**src/rtl/rob_multi_retire.sv**
```systemverilog
// In-order retirement buffer: one dispatch per cycle, NUM_CP out-of-order completions,
// up to RET_W in-order retirements, with mispredict redirect and external flush.
module rob_multi_retire #(
  parameter  int unsigned DEPTH  = 16,
  parameter  int unsigned NUM_CP = 2,
  parameter  int unsigned RET_W  = 2,
  parameter  int unsigned AREG_W = 5,
  parameter  int unsigned PREG_W = 6,
  localparam int unsigned TAG_W  = $clog2(DEPTH)
) (
  input  logic                     Clk,
  input  logic                     Rst_n,
  input  logic                     Flush,
  input  logic                     Disp_Valid,
  output logic                     Disp_Ready,
  input  logic [AREG_W-1:0]        Disp_Rdst,
  input  logic [PREG_W-1:0]        Disp_Phydst,
  input  logic [31:0]              Disp_PC,
  output logic [TAG_W-1:0]         Disp_Tag,
  input  logic [NUM_CP-1:0]        Cp_Valid,
  input  logic [NUM_CP*TAG_W-1:0]  Cp_Tag,
  input  logic [NUM_CP-1:0]        Cp_Mispred,
  input  logic [NUM_CP*32-1:0]     Cp_Target,
  input  logic                     Ret_En,
  output logic [RET_W-1:0]         Ret_Valid,
  output logic [RET_W*AREG_W-1:0]  Ret_Rdst,
  output logic [RET_W*PREG_W-1:0]  Ret_Phydst,
  output logic [RET_W*32-1:0]      Ret_PC,
  output logic                     Redirect_Valid,
  output logic [31:0]              Redirect_PC,
  output logic [TAG_W:0]           Count
);

  localparam int unsigned PTR_W = TAG_W + 1;

  logic [PTR_W-1:0] head_q, head_d, tail_q, tail_d;
  logic [DEPTH-1:0] valid_q, valid_d, done_q, done_d, mispred_q, mispred_d;

  // Payload storage, intentionally not reset
  logic [AREG_W-1:0] rdst_q   [DEPTH];
  logic [PREG_W-1:0] phydst_q [DEPTH];
  logic [31:0]       pc_q     [DEPTH];
  logic [31:0]       target_q [DEPTH];

  logic [PTR_W-1:0] count_c;
  logic             full_c;
  logic             disp_fire_c;
  logic [TAG_W-1:0] tail_idx_c;
  logic [TAG_W-1:0] lane_idx_c [RET_W];
  logic [PTR_W-1:0] ret_cnt_c;
  logic             lane_ok_c;
  logic             chain_ok_c;
  logic             prev_mp_c;
  logic [TAG_W-1:0] cp_tag_c [NUM_CP];
  logic [NUM_CP-1:0] cp_we_c;

  assign count_c     = tail_q - head_q;
  assign full_c      = (tail_q[TAG_W-1:0] == head_q[TAG_W-1:0]) && (tail_q[TAG_W] != head_q[TAG_W]);
  assign tail_idx_c  = tail_q[TAG_W-1:0];
  assign Disp_Tag    = tail_idx_c;
  assign Count       = count_c;
  assign Disp_Ready  = !full_c && !Flush && !Redirect_Valid;
  assign disp_fire_c = Disp_Valid && Disp_Ready;

  // Retire lanes: contiguous run of done entries from head, stopping after a mispredict
  always_comb begin
    Ret_Valid      = '0;
    Ret_Rdst       = '0;
    Ret_Phydst     = '0;
    Ret_PC         = '0;
    Redirect_Valid = 1'b0;
    Redirect_PC    = '0;
    ret_cnt_c      = '0;
    lane_ok_c      = 1'b0;
    chain_ok_c     = 1'b1;
    prev_mp_c      = 1'b0;
    for (int i = 0; i < int'(RET_W); i++) begin
      lane_idx_c[i] = head_q[TAG_W-1:0] + TAG_W'(i);
      lane_ok_c = Ret_En && !Flush && (PTR_W'(i) < count_c) && done_q[lane_idx_c[i]]
                  && chain_ok_c && !prev_mp_c;
      Ret_Valid[i]                      = lane_ok_c;
      Ret_Rdst[i*AREG_W +: AREG_W]      = rdst_q[lane_idx_c[i]];
      Ret_Phydst[i*PREG_W +: PREG_W]    = phydst_q[lane_idx_c[i]];
      Ret_PC[i*32 +: 32]                = pc_q[lane_idx_c[i]];
      if (lane_ok_c) begin
        ret_cnt_c = ret_cnt_c + PTR_W'(1);
        if (mispred_q[lane_idx_c[i]]) begin
          Redirect_Valid = 1'b1;
          Redirect_PC    = target_q[lane_idx_c[i]];
        end
      end
      chain_ok_c = lane_ok_c;
      prev_mp_c  = mispred_q[lane_idx_c[i]];
    end
  end

  // Completion write enables; writes to unallocated entries are dropped
  always_comb begin
    cp_we_c = '0;
    for (int p = 0; p < int'(NUM_CP); p++) begin
      cp_tag_c[p] = Cp_Tag[p*TAG_W +: TAG_W];
      cp_we_c[p]  = Cp_Valid[p] && valid_q[cp_tag_c[p]] && !Flush && !Redirect_Valid;
    end
  end

  // Next-state: completion, then retire clear, then dispatch allocate
  always_comb begin
    head_d    = head_q;
    tail_d    = tail_q;
    valid_d   = valid_q;
    done_d    = done_q;
    mispred_d = mispred_q;
    if (Flush || Redirect_Valid) begin
      head_d    = '0;
      tail_d    = '0;
      valid_d   = '0;
      done_d    = '0;
      mispred_d = '0;
    end else begin
      // Descending order so the lowest-numbered port wins on a tag collision
      for (int p = int'(NUM_CP) - 1; p >= 0; p--) begin
        if (cp_we_c[p]) begin
          done_d[cp_tag_c[p]]    = 1'b1;
          mispred_d[cp_tag_c[p]] = Cp_Mispred[p];
        end
      end
      for (int i = 0; i < int'(RET_W); i++) begin
        if (Ret_Valid[i]) begin
          valid_d[lane_idx_c[i]]   = 1'b0;
          done_d[lane_idx_c[i]]    = 1'b0;
          mispred_d[lane_idx_c[i]] = 1'b0;
        end
      end
      head_d = head_q + ret_cnt_c;
      if (disp_fire_c) begin
        valid_d[tail_idx_c]   = 1'b1;
        done_d[tail_idx_c]    = 1'b0;
        mispred_d[tail_idx_c] = 1'b0;
        tail_d                = tail_q + PTR_W'(1);
      end
    end
  end

  always_ff @(posedge Clk) begin
    if (!Rst_n) begin
      head_q    <= '0;
      tail_q    <= '0;
      valid_q   <= '0;
      done_q    <= '0;
      mispred_q <= '0;
    end else begin
      head_q    <= head_d;
      tail_q    <= tail_d;
      valid_q   <= valid_d;
      done_q    <= done_d;
      mispred_q <= mispred_d;
    end
  end

  always_ff @(posedge Clk) begin
    if (disp_fire_c) begin
      rdst_q[tail_idx_c]   <= Disp_Rdst;
      phydst_q[tail_idx_c] <= Disp_Phydst;
      pc_q[tail_idx_c]     <= Disp_PC;
    end
    for (int p = int'(NUM_CP) - 1; p >= 0; p--) begin
      if (cp_we_c[p]) target_q[cp_tag_c[p]] <= Cp_Target[p*32 +: 32];
    end
  end

endmodule

```
**config.mk**
```make
export PLATFORM = sky130hd
export DESIGN_NAME = rob_multi_retire
export DESIGN_NICKNAME = d
export VERILOG_FILES = /design/src/rtl/rob_multi_retire.sv
export SDC_FILE = /design/constraint.sdc
export NUM_CORES = 2
export LEC_CHECK = 0
export ABC_AREA = 1
export BUFFER_PORTS_ARGS = -buffer_cell sky130_fd_sc_hd__clkbuf_2
export CORE_MARGIN = 4
export CORE_UTILIZATION = 30
export DETAILED_ROUTE_END_ITERATION = 10
export HOLD_SLACK_MARGIN = 0.02
export PLACE_DENSITY = 0.45
export SLEW_MARGIN = 40
export SYNTH_ARGS = -nofsm -noshare
export SYNTH_HDL_FRONTEND = slang
export SYNTH_SLANG_ARGS = --single-unit
```
**constraint.sdc**
```tcl
create_clock -name Clk -period 9.85 [get_ports Clk]
set_input_delay 1.97 -clock Clk [delete_from_list [all_inputs] [get_ports Clk]]
set_output_delay 1.97 -clock Clk [all_outputs]
set_load 0.005 [all_outputs]
```
==> results.md <==
* Worst-path maximum fanout at around 150
* Largest net degree at the start of global routing at roughly 220
* Nets at a little under 8000
* Root Driver: clkbuf_16
* XOR/XNOR share of the synthesized area at less than 1%
* Synthesis-stage register bit count at 1258
* Placed instance count at between 10000 and 15000
* Core Rows at between 150 and 200
* GR Util met2 at roughly 37%
* First-pass detailed-route iteration total at 6
* Skew-Pair Late Insertion Delay at 800 ps
* CTS H-Tree Depth at 4
* Post_cts resized at 0
* Die height at about 480 µm
* First-pass GRT wire length at slightly below 400000 µm
* Max VDD drop at about 0.00016 V
* DRC errors left at 0
* Dpl ws at roughly 2400 ps
* Worst Tran Pin Value at about 900 ps
* Share of layout cells above drive strength 1 at approximately 8.6%
* Vias per std cell at 5.44
* Slew HR at between 40% and 50%
* Die Width at roughly 480 µm
* R2r setup slk at 2870 ps
* GR Util met1 at between 20 and 30%
* CORE AREA at 223000 µm²
* Final cell count without fillers at 10770
* WL/cell at 25.1 µm
* Hold_buf cts at 0
* Post-CTS Setup Inserts at 0
* Pwr per Cell Area at around 150 nW/µm²
* Final Hold Vio Count at 0
* Seq. cell area at between 30000 and 40000 µm²
* TritonCTS clock tree: built
* Max-cap violations at 0
* Final worst-path setup slack at around 2300 ps
* Vias in the first global route at 54669
* Post-synthesis sequential area ratio at around 55%
* Library cells used by synthesis at 36
* Tcrit/Tclk final at 77.1%
* Final core occ at 34.0%
* Net Count, Synth at around 8000
* RSZ-0062 raised after global routing: false
* Mux contribution to synthesized area at 0%
* Syn Std Cell Area at 67200 µm²
* DRT iter0 DRCs at roughly 6700
* Fillers at between 20000 and 25000
* Die area at ~230000 µm²
* Largest family of logic cells by synthesized area: compound AO/OA/AOI/OAI gates
* Syn_area_per_cell at 8.56 µm²
* Max Freq at 132 MHz
* Clock-pin slew on the worst setup and hold paths at ~60 ps
* Max Root-Sink Buffers at 3
* Aggregate global-route resource usage at 22.6%
* Routed wire length at ~270000 µm
* Final setup viols at 0
* Post-synthesis compound-gate area fraction at a little under a quarter
* CP Class: flip-flop to output port
* Crit path launch type: flip-flop
* Antenna violations before repair at 27
* CP Data Arrival Time at approximately 5600 ps
* Detail Placement HPWL at 151000 µm
* Post-Synth Adder-Cell Area at less than 1%
* Total global routing overflow at 0
* GR peak layer: met2
* Syn-to-layout area delta at 12.7%
* Final RePlAce weighted congestion at 0.848
* IO Count at 255
* Met3 Usage GRT at between 3 and 4%
* Status: completed
* Routed via count at roughly 59000
* Final-report max-slew violation count at 0
* Final min period at 7600 ps
* Initial Util at 30.2%
* Synth warnings at 0
* Type of destination of the critical path: output port
* Port Buf Inserts at around 250
* Worst clock skew at ~30 ps
* Worst min-delay path class: flip-flop to flip-flop
* TritonCTS Buffers at around 150
* Clock Sink Count at ~1300
* Syn Inst Count at 7852
* Synth Area in Simple Gates at a little over an eighth
* Multi-input gate area at about 26000 µm²
* Total Negative Setup Slacks at 0 ps
* Worst EP required at 7880 ps
* Routed Antenna Nets at 0
* Leakage at 25.1 nW
==> metal layers <==
metal,routed length [µm],part of all wire [%],vias to the layer above
met4,13200,4.9,18
li1,-,-,27113
met3,18000,6.7,572
met5,113,0.042,-
met2,127000,47,2451
met1,112000,41,28466
==> through the flow <==
stage	cell area, µm²	hold WS (ps)	power, mW
5_1_grt	75700	530	12.0
2_1_floorplan	67200	428	6.13
6_report	75700	478	11.7
3_3_place_gp	70400	456	6.27
4_1_cts	75600	478	11.8
3_5_place_dp	70800	465	6.28
==> cells in the final DEF (no fill, tap or decap), drive strengths merged <==
master,instances
clkinv,73
or2,1
dfxtp,58
nand4,83
buf,122
xnor2,3
inv,459
o22ai,36
a21oi,981
or4,40
o211ai,26
nor4,32
o21bai,1
a221oi,21
clkinvlp,4
xor2,5
nand3,48
ha,17
nor2,976
nor3,1
bufinv,9
nand2,1085
o21ai,2050
diode,10
a22oi,3
edfxtp,1200
clkbuf,449
fa,2
==> final timing paths <==
path / endpoint / cells past startpoint / start
setup / recovery: Ret_PC[54] / 10 / head_q[0]$_SDFF_PP0_
hold / removal: done_q[9]$_SDFF_PP0_ / 2 / done_q[9]$_SDFF_PP0_
setup reg to reg: pc_q[10][8]$_DFFE_PP_ / 15 / head_q[0]$_SDFF_PP0_
hold reg to reg: done_q[9]$_SDFF_PP0_ / 2 / done_q[9]$_SDFF_PP0_
==> final cells by class <==
type	count	area share (%)
sequential	1258	49.1
multi-input combinational	5411	33.8
clock buffer	194	5.31
tap	2975	4.91
timing repair buffer	377	3.44
inverter	472	2.43
clock inverter	73	0.953
antenna	10	0.0330
==> synth_stat cells, drive strengths merged <==
library cell / count / share of area (%)
or2: 1 / 0.0093
or4: 40 / 0.45
clkinv: 5 / 0.028
nor3: 1 / 0.015
clkbuf: 387 / 2.2
o22ai: 36 / 0.34
o21bai: 1 / 0.011
nand2: 1085 / 6.1
inv: 467 / 2.6
nand3: 48 / 0.36
o21ai: 2050 / 15
xor2: 5 / 0.065
nand4: 83 / 0.83
a21oi: 981 / 7.3
fa: 2 / 0.060
edfxtp: 1200 / 54
o211ai: 26 / 0.29
nor4: 32 / 0.30
ha: 17 / 0.32
nor2: 976 / 5.5
a221oi: 21 / 0.27
dfxtp: 58 / 1.7
xnor2: 3 / 0.067
a22oi: 3 / 0.034
buf: 324 / 2.3
==> power by group <==
group / total, mW / internal (mW) / switching (mW)
logic: 0.297 / 0.0758 / 0.221
registers: 5.87 / 5.86 / 0.00288
clock network: 5.51 / 3.13 / 2.38
total: 11.7 / 9.07 / 2.60
==> worst max-delay path, cell delays in order (launching register included) <==
cell and delay, ps:
dfxtp_4 760, inv_8 400, ha_4 480, inv_6 530, buf_6 610, buf_4 690
nor2_1 90, o21ai_0 100, a21oi_1 80, or4_1 690, clkbuf_2 170
==> cell families (layout without fill, tap and decap cells) <==
family	count (synthesis)	after routing
AOI/OAI and AO/OA	3118	3118
xor gates and xnor gates	8	8
adders and majority gates	19	19
buffers and inverters	1183	1116
DFF	1258	1258
other	0	10
and+or+nand+nor	2266	2266
==> registers in the layout, indices dropped and copies added (netlist names) <==
name,flops
valid_q,16
phydst_q,96
mispred_q,16
rdst_q,80
done_q,16
tail_q,5
target_q,512
head_q,5
pc_q,512
(Power assumes the default switching activity.)
